$ cat src/rtl/mul_pkg.sv
// mul_pkg: shared types and constants for the multiplier issue controller
package mul_pkg;
  typedef enum logic [1:0] {SEW8 = 2'b00, SEW16 = 2'b01, SEW32 = 2'b10} sew_e;
  typedef enum logic [1:0] {ST_IDLE, ST_ISSUE, ST_WAIT, ST_DONE} ctrl_state_e;
  localparam int MUL_LAT_W = 4;
  typedef struct packed {
    ctrl_state_e      state;
    logic [1:0]       sew;
    logic             pass;
    logic             err;
    logic [31:0]      a1;
    logic [31:0]      b1;
    logic [31:0]      a2;
    logic [31:0]      b2;
    logic [3:0][31:0] w;
  } ctrl_regs_t;
  function automatic logic sew_ok(input logic [1:0] s);
    return s != 2'b11;
  endfunction
endpackage

$ cat src/rtl/mul_lat_counter.sv
// mul_lat_counter: loadable down-counter flagging the cycle its value is 1
module mul_lat_counter
  import mul_pkg::*;
(
  input  logic                 clk_i,
  input  logic                 reset_i,
  input  logic                 load_i,
  input  logic [MUL_LAT_W-1:0] load_val_i,
  input  logic                 dec_i,
  output logic                 hit_o
);
  logic [MUL_LAT_W-1:0] cnt_q, cnt_d;
  // load wins over decrement; stop at zero
  always_comb begin
    cnt_d = load_i ? load_val_i : (dec_i && cnt_q != '0) ? cnt_q - 1'b1 : cnt_q;
  end
  // counter register with synchronous active-low reset
  always_ff @(posedge clk_i) begin
    if (!reset_i) cnt_q <= '0;
    else cnt_q <= cnt_d;
  end
  assign hit_o = cnt_q == MUL_LAT_W'(1);
endmodule

$ cat src/rtl/mul_issue_ctrl.sv
// mul_issue_ctrl: sequences multiply passes and assembles the 128-bit result
module mul_issue_ctrl
  import mul_pkg::*;
#(
  parameter int MUL_LAT = 2
) (
  input  logic        clk_i,
  input  logic        reset_i,
  input  logic        req_valid_i,
  output logic        req_ready_o,
  input  logic [1:0]  req_sew_i,
  input  logic [31:0] req_a1_i,
  input  logic [31:0] req_b1_i,
  input  logic [31:0] req_a2_i,
  input  logic [31:0] req_b2_i,
  output logic        mul_start_o,
  output logic [1:0]  mul_sew_o,
  output logic        mul_count_0_o,
  output logic [31:0] mul_a1_o,
  output logic [31:0] mul_b1_o,
  output logic [31:0] mul_a2_o,
  output logic [31:0] mul_b2_o,
  input  logic [31:0] mul_product_1_i,
  input  logic [31:0] mul_product_2_i,
  input  logic [31:0] mul_product_3_i,
  input  logic [31:0] mul_product_4_i,
  output logic        res_valid_o,
  input  logic        res_ready_i,
  output logic [31:0] res_w0_o,
  output logic [31:0] res_w1_o,
  output logic [31:0] res_w2_o,
  output logic [31:0] res_w3_o,
  output logic        res_err_o
);
  ctrl_regs_t r_q, r_d;
  logic       hit;
  mul_lat_counter u_lat (
    .clk_i      (clk_i),
    .reset_i    (reset_i),
    .load_i     (r_q.state == ST_ISSUE),
    .load_val_i (MUL_LAT_W'(MUL_LAT)),
    .dec_i      (r_q.state == ST_WAIT),
    .hit_o      (hit)
  );
  // next-state: accept, issue, capture products per pass, hold result until taken
  always_comb begin
    r_d = r_q;
    case (r_q.state)
      ST_IDLE: if (req_valid_i) begin
        r_d.sew   = req_sew_i;
        r_d.a1    = req_a1_i;
        r_d.b1    = req_b1_i;
        r_d.a2    = req_a2_i;
        r_d.b2    = req_b2_i;
        r_d.pass  = 1'b0;
        r_d.w     = '0;
        r_d.err   = !sew_ok(req_sew_i);
        r_d.state = sew_ok(req_sew_i) ? ST_ISSUE : ST_DONE;
      end
      ST_ISSUE: r_d.state = ST_WAIT;
      ST_WAIT: if (hit) begin
        if (r_q.sew != SEW32) begin
          r_d.w     = {mul_product_4_i, mul_product_3_i, mul_product_2_i, mul_product_1_i};
          r_d.state = ST_DONE;
        end else if (!r_q.pass) begin
          r_d.w[0]  = mul_product_1_i;
          r_d.w[2]  = mul_product_2_i;
          r_d.pass  = 1'b1;
          r_d.state = ST_ISSUE;
        end else begin
          r_d.w[1]  = mul_product_1_i;
          r_d.w[3]  = mul_product_2_i;
          r_d.state = ST_DONE;
        end
      end
      ST_DONE: if (res_ready_i) begin
        r_d.err   = 1'b0;
        r_d.state = ST_IDLE;
      end
      default: r_d.state = ST_IDLE;
    endcase
  end
  // state register; reset aborts any operation in flight
  always_ff @(posedge clk_i) begin
    if (!reset_i) r_q <= '0;
    else r_q <= r_d;
  end
  assign req_ready_o   = r_q.state == ST_IDLE;
  assign mul_start_o   = r_q.state == ST_ISSUE;
  assign mul_count_0_o = r_q.pass;
  assign mul_sew_o     = r_q.sew;
  assign mul_a1_o      = r_q.a1;
  assign mul_b1_o      = r_q.b1;
  assign mul_a2_o      = r_q.a2;
  assign mul_b2_o      = r_q.b2;
  assign res_valid_o   = r_q.state == ST_DONE;
  assign res_err_o     = r_q.err;
  assign res_w0_o      = r_q.w[0];
  assign res_w1_o      = r_q.w[1];
  assign res_w2_o      = r_q.w[2];
  assign res_w3_o      = r_q.w[3];
endmodule

$ cat config.mk
export PLATFORM = sky130hd
export DESIGN_NAME = mul_issue_ctrl
export DESIGN_NICKNAME = d
export VERILOG_FILES = /design/src/rtl/mul_pkg.sv /design/src/rtl/mul_lat_counter.sv /design/src/rtl/mul_issue_ctrl.sv
export SDC_FILE = /design/constraint.sdc
export NUM_CORES = 1
export LEC_CHECK = 0
export BUFFER_PORTS_ARGS = -buffer_cell sky130_fd_sc_hd__buf_2
export CAP_MARGIN = 10
export CORE_AREA = 5 5 201 203
export CTS_CLUSTER_DIAMETER = 40
export DETAILED_ROUTE_END_ITERATION = 10
export DIE_AREA = 0 0 206 208
export PLACE_DENSITY = 0.63
export SLEW_MARGIN = 25
export SYNTH_ARGS = -nofsm -noshare
export SYNTH_HDL_FRONTEND = slang
export SYNTH_SLANG_ARGS = --single-unit
$ cat constraint.sdc
create_clock -name clk_i -period 1.46 [get_ports clk_i]
set_input_delay 0.073 -clock clk_i [delete_from_list [all_inputs] [get_ports clk_i]]
set_output_delay 0.073 -clock clk_i [all_outputs]
set_load 0.01 [all_outputs]
==> out/metrics.cfg <==
[outcome]
status = finished with violations
violations = negative setup slack

[yosys]
synth.top_cell.area_share_pct = 40.58
synthTopCellsByCount = nand2_1 (395), buf_4 (266), dfxtp_1 (266), a21boi_0 (120), nand3_1 (50)
synth-seq-cells = 266
synth_nets = 1765
async_flop_share_pct = 0
synth_edf_count = 0
avgSynthCellArea_um2 = 8.743
synth_cells = 1501
synth.area.top_cells = dfxtp_1 (41%), buf_4 (15%), nand2_1 (11%)
synth_ff_type = dfxtp_1
yosysMostFrequentCell = nand2_1
yosysSeqAreaShare_pct = 40.58
yosys.area.top_type = dfxtp_1
synth.distinct_cells = 43
netlist_area_mm2 = 0.01312
ys.warnings.count = 0

[timing]
setup_viol = 250
rsz0062_at_grt = true
relSlewSlack_pct = 54.86
hold_viol_final = 0
worst_pin_slew_ns = 0.6770
max_clock_freq_mhz = 566.5
post-route-period-util_pct = 120.9
min_period_ns = 1.765
clock_skew_ns = 0.03590
slew_viol_final = 0
setup_tns_ns = -35.02
finalWorstSetupSlack_ns = -0.3051

[critical_path]
crit_fanout = 9
start_kind = flop
path_class = reg2reg
r2r_slack_ns = -0.31
crit_required_ns = 1.92
cp.arrival_ns = 2.22
crit_path_end_kind = flop

[floorplanning]
dieArea_mm2 = 0.04285
die_y_um = 208
initial_utilization_pct = 34.27
core-area_mm2 = 0.03829
io_pins = 525
die_w_um = 206
rows = 72

[layout]
fin_util_pct = 55.25
fillers = 3127
area_growth_pct = 61.21
finalNetCount = 2351
layout-drive-gt1-share_pct = 46.21

[power]
ir_drop_uv = 1166
leakagePower_nw = 9.403
finalPower_w = 0.02589
p_per_area_mw_per_mm2 = 1224

[clock_network]
path_clk_slew_ns = 0.05
htree_num_levels = 2
cts_root_buffer = clkbuf_16
clk_latency_ns = 0.57
numCtsBuffers = 46
cts_tree = done
cts_sinks = 266
cts_buffer_depth = 3

[drt]
vias_per_cell = 4.980
routedWlPerCell_um = 20.80
first_iter_violations = 1073
drt_first_pass_iters = 6
ant_nets = 0
wl_um = 55090
dr_total_vias = 13190
drc_errors = 0

[global_routing]
grt_pass1_vias = 13350
overflow = 0
track_usage_pct = 22.52
grt_start_max_net_pins = 115
antenna_found_initial = 3
grt_pass1_wl_um = 76000

[place]
dp_slack_ns = -0.2911
io_buffers = 524
dp_hpwl_um = 33410
gp_congestion = 0.9109

[run]
drv_cap = 0

[min_path]
hold_path.class = in2reg

## flip-flops by register name (all words and copies together) (netlist names)
signal and count:
res_w1_o 32, res_w3_o 32, mul_a2_o 32, mul_b1_o 32, mul_sew_o 2, res_w0_o 32, mul_a1_o 32, r_q 2
res_err_o 1, u_lat.cnt_q 4, mul_count_0_o 1, mul_b2_o 32, res_w2_o 32
## routing by layer
layer	routed length, um	track usage, %
met1	22020	27.50
met4	2694	10.26
met3	4141	5.590
met2	26230	37.30
met5	0	0
## layout make-up
type	instances	area, um2	share of cell area, %
Antenna cell	5	12.51	0.05914
Clock buffer	54	1252	5.920
Clock inverter	32	430.4	2.035
Inverter	4	20.02	0.09463
Multi-Input combinational cell	856	6008	28.40
Sequential cell	266	5338	25.23
Tap cell	518	648.1	3.064
Timing Repair Buffer	913	7446	35.20
## report_power, final
part	internal (W)	leakage [nW]	total [W]	switching (W)
Combinational	0.00307	6.41	0.00617	0.00310
Sequential	0.00773	2.17	0.00801	0.000275
Clock	0.00752	0.820	0.0117	0.00420
Total	0.0183	9.40	0.0259	0.00757
## path summary, 6_finish.rpt
kind / startpoint / end / cells past startpoint
min: reset_i / mul_count_0_o$_SDFFE_PN0P_ / 4
min reg2reg: mul_a2_o[5]$_SDFFE_PN0P_ / mul_a2_o[5]$_SDFFE_PN0P_ / 2
max reg2reg: u_lat.cnt_q[1]$_SDFFE_PN0P_ / res_w1_o[20]$_SDFFE_PN0P_ / 8
max: u_lat.cnt_q[1]$_SDFFE_PN0P_ / res_w1_o[20]$_SDFFE_PN0P_ / 8
## cells by family after synthesis
family / Yosys count / share of synthesized area (%)
and+or+nand+nor: 484 / 15.61
DFF: 266 / 40.58
buffers and inverters: 379 / 20.05
adders and majority gates: 2 / 0.1907
muxes: 32 / 2.441
xor gates and xnor gates: 3 / 0.2003
AOI/OAI and AO/OA: 335 / 20.93
## what timing repair did
item | 4_1_cts | 5_1_grt
pin swaps | 48 | 63
gates cloned | 14 | 25
hold buffers | 258 | 0
setup endpoints to repair | 226 | 226
setup buffers | 22 | 4
hold endpoints to repair | 261 | 0
gates resized for setup | 93 | 210
## worst max-delay path, stage by stage (launching register included)
cell and delay, ns:
dfxtp_2 0.32, inv_2 0.07, ha_4 0.11, and4bb_4 0.27, o221ai_4 0.12, buf_12 0.18
buf_12 0.15, clkbuf_16 0.17, o31ai_2 0.24
## cell usage in the layout, fill, tap and decap left out, types with 7 or more instances in the layout
cell | synthesis | routed
nand2_1 | 395 | 369
buf_8 | 3 | 8
buf_2 | 49 | 520
o31ai_1 | 33 | 7
buf_6 | 15 | 22
nand2_2 | 1 | 7
o21ai_1 | 4 | 11
a211oi_2 | 32 | 56
o21ai_2 | 18 | 21
a31o_1 | 40 | 40
o31ai_2 | 0 | 18
dfxtp_1 | 266 | 262
a21boi_2 | 0 | 26
o31ai_4 | 0 | 8
bufinv_16 | 0 | 7
nand3_1 | 50 | 28
a21boi_1 | 12 | 65
a211oi_1 | 32 | 8
nand2_4 | 0 | 19
clkbuf_16 | 0 | 67
dlygate4sd3_1 | 0 | 258
mux2i_1 | 32 | 32
buf_16 | 0 | 18
a21boi_0 | 120 | 41
nand3_2 | 18 | 38
buf_12 | 0 | 31
a31o_2 | 24 | 21
buf_4 | 266 | 35
## metrics by stage
| step | std cells | hold WS [ns] | area (um2) |
|---|---|---|---|
| finish | 2648 | 0.02139 | 21160 |
| global placement | 2239 | 0.3170 | 14850 |
| global route | 2646 | 0.02615 | 21150 |
| CTS | 2618 | 0.004250 | 20050 |
| detailed placement | 2239 | 0.3227 | 14850 |
| floorplan | 1501 | 0.2056 | 13280 |
Note: power is estimated with default switching activity, not from simulation.
